<file path="src/rtl/traffic_signal_monitor.sv">
// traffic_signal_monitor: passive lamp/phase checker; optional sensor check via TRAFFIC_MON_SENSOR_CHECK_EN
module traffic_signal_monitor #(
  parameter int MIN_YEL = 2,
  parameter int MAX_YEL = 15,
  parameter int CNT_W = 16
) (
  input  logic             clk,
  input  logic             rst,
  input  logic             Ra,
  input  logic             Ya,
  input  logic             Ga,
  input  logic             Rb,
  input  logic             Yb,
  input  logic             Gb,
  input  logic             sb,
  input  logic             clr_err,
  output logic [1:0]       phase,
  output logic             phase_vld,
  output logic             err_illegal,
  output logic             err_seq,
  output logic             err_yel_short,
  output logic             err_yel_long,
  output logic [2:0]       err_code,
  output logic [7:0]       dwell,
  output logic [CNT_W-1:0] cycle_cnt
);
  localparam logic [0:0] IDLE = 1'b0, TRACK = 1'b1;
  localparam logic [7:0] MIN_D = 8'(MIN_YEL), MAX_D = 8'(MAX_YEL);
  logic [0:0] state;
  logic [5:0] lamps;
  logic [1:0] p;
  logic legal, tracking, same, nxt, wrap;
  logic ev_ill, ev_seq, ev_short, ev_long, ev_sens;
  logic [2:0] code_base, first;
  always_comb begin
    lamps = {Ra, Ya, Ga, Rb, Yb, Gb};
    legal = lamps inside {6'b001100, 6'b010100, 6'b100001, 6'b100010};
    p = lamps == 6'b010100 ? 2'd1 : lamps == 6'b100001 ? 2'd2 : lamps == 6'b100010 ? 2'd3 : 2'd0;
    tracking = legal && state == TRACK;
    same = p == phase;
    nxt = p == phase + 2'd1;
    wrap = tracking && phase == 2'd3 && p == 2'd0;
    ev_ill = !legal;
    ev_seq = tracking && !same && !nxt;
    ev_short = tracking && !same && phase[0] && dwell < MIN_D;
    ev_long = tracking && same && phase[0] && dwell == MAX_D;
    code_base = clr_err ? 3'd0 : err_code;
    first = ev_ill ? 3'd1 : ev_seq ? 3'd2 : ev_short ? 3'd3 : ev_long ? 3'd4 : ev_sens ? 3'd5 : 3'd0;
  end
`ifdef TRAFFIC_MON_SENSOR_CHECK_EN
  logic sb_q;
  always_ff @(posedge clk) sb_q <= sb;
  // green may only yield to yellow when the sensor asked for it (A) or stopped asking (B)
  assign ev_sens = tracking && nxt && ((phase == 2'd0 && !sb_q) || (phase == 2'd2 && sb_q));
`else
  logic unused_sb;
  assign unused_sb = sb;
  assign ev_sens = 1'b0;
`endif
  always_ff @(posedge clk) begin
    if (rst) begin
      state <= IDLE;
      phase <= 2'd0;
      phase_vld <= 1'b0;
      err_illegal <= 1'b0;
      err_seq <= 1'b0;
      err_yel_short <= 1'b0;
      err_yel_long <= 1'b0;
      err_code <= 3'd0;
      dwell <= 8'd0;
      cycle_cnt <= '0;
    end else begin
      phase_vld <= legal;
      if (legal) begin
        state <= TRACK;
        phase <= p;
        dwell <= (tracking && same) ? (dwell == 8'hff ? dwell : dwell + 8'd1) : 8'd1;
      end
      cycle_cnt <= cycle_cnt + CNT_W'(wrap);
      err_illegal <= (err_illegal & ~clr_err) | ev_ill;
      err_seq <= (err_seq & ~clr_err) | ev_seq | ev_sens;
      err_yel_short <= (err_yel_short & ~clr_err) | ev_short;
      err_yel_long <= (err_yel_long & ~clr_err) | ev_long;
      err_code <= code_base != 3'd0 ? code_base : first;
    end
  end
endmodule

</file>
<file path="config.mk">
export PLATFORM = sky130hd
export DESIGN_NAME = traffic_signal_monitor
export DESIGN_NICKNAME = d
export VERILOG_FILES = /design/src/rtl/traffic_signal_monitor.sv
export SDC_FILE = /design/constraint.sdc
export NUM_CORES = 1
export LEC_CHECK = 0
export ABC_AREA = 1
export CAP_MARGIN = 20
export CORE_ASPECT_RATIO = 1.5
export CORE_UTILIZATION = 49
export CTS_CLUSTER_SIZE = 25
export DETAILED_ROUTE_END_ITERATION = 7
export PLACE_DENSITY = 0.79
export SKIP_LAST_GASP = 1
export SYNTH_ARGS = -nofsm -noshare
export SYNTH_HDL_FRONTEND = slang
export SYNTH_SLANG_ARGS = --single-unit
</file>
<file path="constraint.sdc">
create_clock -name clk -period 3.5 [get_ports clk]
set_clock_uncertainty 0.1 [all_clocks]
set_input_delay 0.875 -clock clk [delete_from_list [all_inputs] [get_ports clk]]
set_output_delay 0.875 -clock clk [all_outputs]
set_load 0.005 [all_outputs]
</file>
==> results.md <==
- Status: finished clean
- Final Instance Area: between 2000 and 2500 um^2
- Die X: 51.84 um
- Delay-heaviest family, CP: simple AND/OR/NAND/NOR gates
- Share of cells above drive strength 1: 0.1447
- #FFs+latches synth: 35
- GP Congestion: ~0.85
- Post_cts resized: 0
- Placed Area: 2351 um^2
- 1st-pass router iterations: 4
- Seq/Total Area, Yosys: 0.3838
- Vias: around 1.8k
- Area Overhead vs Synth: 36.33%
- Initial antenna violation count: 0
- CTS tree: yes
- WL/cell: 11.68 um
- Peak supply drop: 0.0003482 V
- CTS Buffer Depth: 2
- Vias in the first global route: roughly 1.7k
- Clock transition at path regs: ~0.080 ns
- Slowest stage cell, crit path: clkdlybuf4s50_1
- Req. time, crit path: between 3 and 4 ns
- Cells after synthesis: 256
- Post-CTS Setup Inserts: 0
- Gr ovfl total: 0
- Die ar.: around 4000 um^2
- Min-Delay Path Class: flop to flop
- Highest Clock Rate: roughly 310 MHz
- Synth warnings: 0
- Top cell type's share of synthesized area: 0.3838
- Skew-Pair Late Insertion Delay: between 0.2 and 0.3 ns
- Cell Chain, Critical Path: clkdlybuf4s50_1 -> nand2_2 -> nor2_4 -> nand2_4 -> inv_4 -> nor2_8 -> nor2_8 -> inv_1 -> nor2_1 -> ha_1 -> ha_1 -> nand2_1 -> nor2_2 -> nand2_1 -> nor2_2 -> nand2_2 -> nor2_4 -> nand4_1 -> o21ai_1 -> a21oi_1
- PwrDens: 338.9 nW/um^2
- Least-Margin Pin Slew: about 0.39 ns
- Leak: 1.008 nW
- Data arrival, critical path: between 3 and 4 ns
- Nets: between 300 and 400
- Hold buffer count at CTS: 0
- Slew margin rel.: 0.7404
- Top area cells in the synthesized netlist: dfxtp_1, nand2_1, inv_1, nor2_1, a21oi_1
- Largest net degree at the start of global routing: 25
- Startpoint Class: input port
- Post-synthesis cell area: between 1500 and 2000 um^2
- FP Rows: 26
- Largest area contributor in the netlist: dfxtp_1
- CP endpoint kind: flop
- Chip Height: 76.76 um
- TritonCTS Buffers: 5
- CTS H-Tree Depth: 2
- TritonCTS Sinks: 35
- Setup Viol. Count Final: 0
- Maxcap violations: 0
- Post-synth net total: 270
- Avg Synthesized Cell Area: between 7 and 8 um^2
- Distinct cells, synth: 29
- Crit Path Category: input port to flop
- DRC: 0
- Core area: between 3000 and 4000 um^2
- Post-DP HPWL: roughly 3000 um
- First-pass GRT wire length: approximately 7200 um
- Root Driver: clkbuf_8
- Worst-path fanout max: 4
- Final Hold Vio Count: 0
- Hold WS: roughly 0.37 ns
- Min Clock Period, post-route: 3.232 ns
- N_diodes: 0
- DRC violation total after the first TritonRoute iteration: 36
- Initial Util: 0.5244
- FF-to-FF setup slack: ~1.2 ns
- I/O pin count: 44
- Tcrit/Tclk final: 0.9235
- Critical Path Max Stage Delay: between 0.5 and 0.6 ns
- Max-slew violation total from the final report: 0
- Setup TNS: 0 ns
- GR Util All Layers: 0.2358
- Drt total wl: roughly 4100 um
- Antenna viol nets, final: 0
- Port Buffers: 42
- Vias per cell: 5.088
- RSZ-0062 raised after global routing: yes
- Worst path bufs/invs: 3
==> cell usage after synthesis <==
cell      instances
xnor2_1           1
o21ai_1           3
nand2_1          45
nor3_1            4
inv_2             1
nand3_4           1
nor4_1            1
nor2_4            1
clkbuf_1          4
nor2_2            4
ha_1              4
dfxtp_1          35
nor3_2            1
inv_1            35
nor2_8            2
nand3_2           1
o21ai_0           5
or2_0             1
nand2_2           6
inv_4             2
nor2_1           34
o21bai_1          1
nand3_1          21
nand4_1           9
xor2_1            6
nand2_4           2
a21oi_1          23
a21oi_2           1
o211ai_1          2
==> cells by family after synthesis <==
family	after synthesis	synth area share
simple gates	133	0.3639
buf+inv	42	0.08910
compound gates	35	0.1021
flops	35	0.3838
xor+xnor	7	0.03359
fa+ha+maj	4	0.02742
==> worst min-delay path, stage by stage, from the launching register on <==
cell and delay [ns]:
dfxtp_1 0.31, nand2_1 0.06, a21oi_1 0.05
==> cell type report <==
cell class,instances,area [um^2]
inverter,38,147.6
multi-input combinational,179,987.2
timing repair buffer,51,488.0
clock inverter,3,43.79
sequential,35,700.7
fill,294,992.2
tap,42,52.55
clock buffer,5,68.82
==> power breakdown <==
group / internal (mW) / switching (mW)
Combinational: 0.0288 / 0.0361
Sequential: 0.403 / 0.00443
Clock: 0.212 / 0.159
==> worst paths after layout <==
kind / from / endpoint / depth (start not counted)
setup / recovery: Ra / cycle_cnt[12]$_SDFF_PP0_ / 20
hold / removal: err_yel_long$_SDFF_PP0_ / err_yel_long$_SDFF_PP0_ / 2
setup reg to reg: phase[0]$_SDFFE_PP0N_ / cycle_cnt[12]$_SDFF_PP0_ / 14
hold reg to reg: err_yel_long$_SDFF_PP0_ / err_yel_long$_SDFF_PP0_ / 2
==> layer usage <==
| metal | global-route usage | up-vias | wire, um | part of all wire |
|---|---|---|---|---|
| li1 | - | 932 | - | - |
| met1 | 0.2475 | 823 | 1670 | 0.40 |
| met2 | 0.4205 | 34 | 2251 | 0.55 |
| met3 | 0.05159 | 7 | 128 | 0.031 |
| met4 | 0.1135 | 0 | 73 | 0.018 |
| met5 | 0 | - | 0 | 0 |
==> flip-flops by register name (all words and copies together) (netlist names) <==
signal	count
err_yel_short	1
state	1
err_illegal	1
err_seq	1
err_code	3
phase_vld	1
cycle_cnt	16
err_yel_long	1
phase	2
dwell	8
==> per-stage QoR <==
step / setup WS, ns / power [mW] / cells / util
after floorplan: 0.5660 / 0.4515 / 256 / -
after global placement: -0.09462 / 0.4803 / 345 / 0.6754
after detailed placement: -0.1334 / 0.4813 / 345 / 0.6754
after CTS: 0.1340 / 0.8461 / 353 / 0.7078
after global routing: -0.004978 / 0.8708 / 353 / 0.7150
final: 0.2677 / 0.8433 / 353 / 0.7150
==> cells in the final DEF (no fill, tap or decap) <==
| master | n |
|---|---|
| bufinv_16 | 1 |
| xnor2_1 | 1 |
| nor2_8 | 2 |
| a21oi_2 | 1 |
| nor2_2 | 6 |
| nor3_1 | 3 |
| o21ai_0 | 4 |
| clkdlybuf4s50_1 | 42 |
| nand4_1 | 9 |
| nand2_1 | 44 |
| inv_2 | 1 |
| nor2_1 | 31 |
| ha_1 | 4 |
| inv_1 | 35 |
| nor4_1 | 1 |
| nand2_2 | 7 |
| o21ai_1 | 4 |
| or2_0 | 1 |
| nand3_1 | 20 |
| dfxtp_1 | 35 |
| a21oi_1 | 23 |
| o21bai_1 | 1 |
| o211ai_1 | 2 |
| clkinv_4 | 1 |
| nor2_4 | 2 |
| nand3_2 | 2 |
| nand2_4 | 2 |
| nor3_2 | 2 |
| inv_4 | 2 |
| buf_4 | 9 |
| nand3_4 | 1 |
| clkbuf_8 | 5 |
| xor2_1 | 6 |
| clkinv_2 | 1 |
No activity file was read; power rests on OpenSTA's default activity.
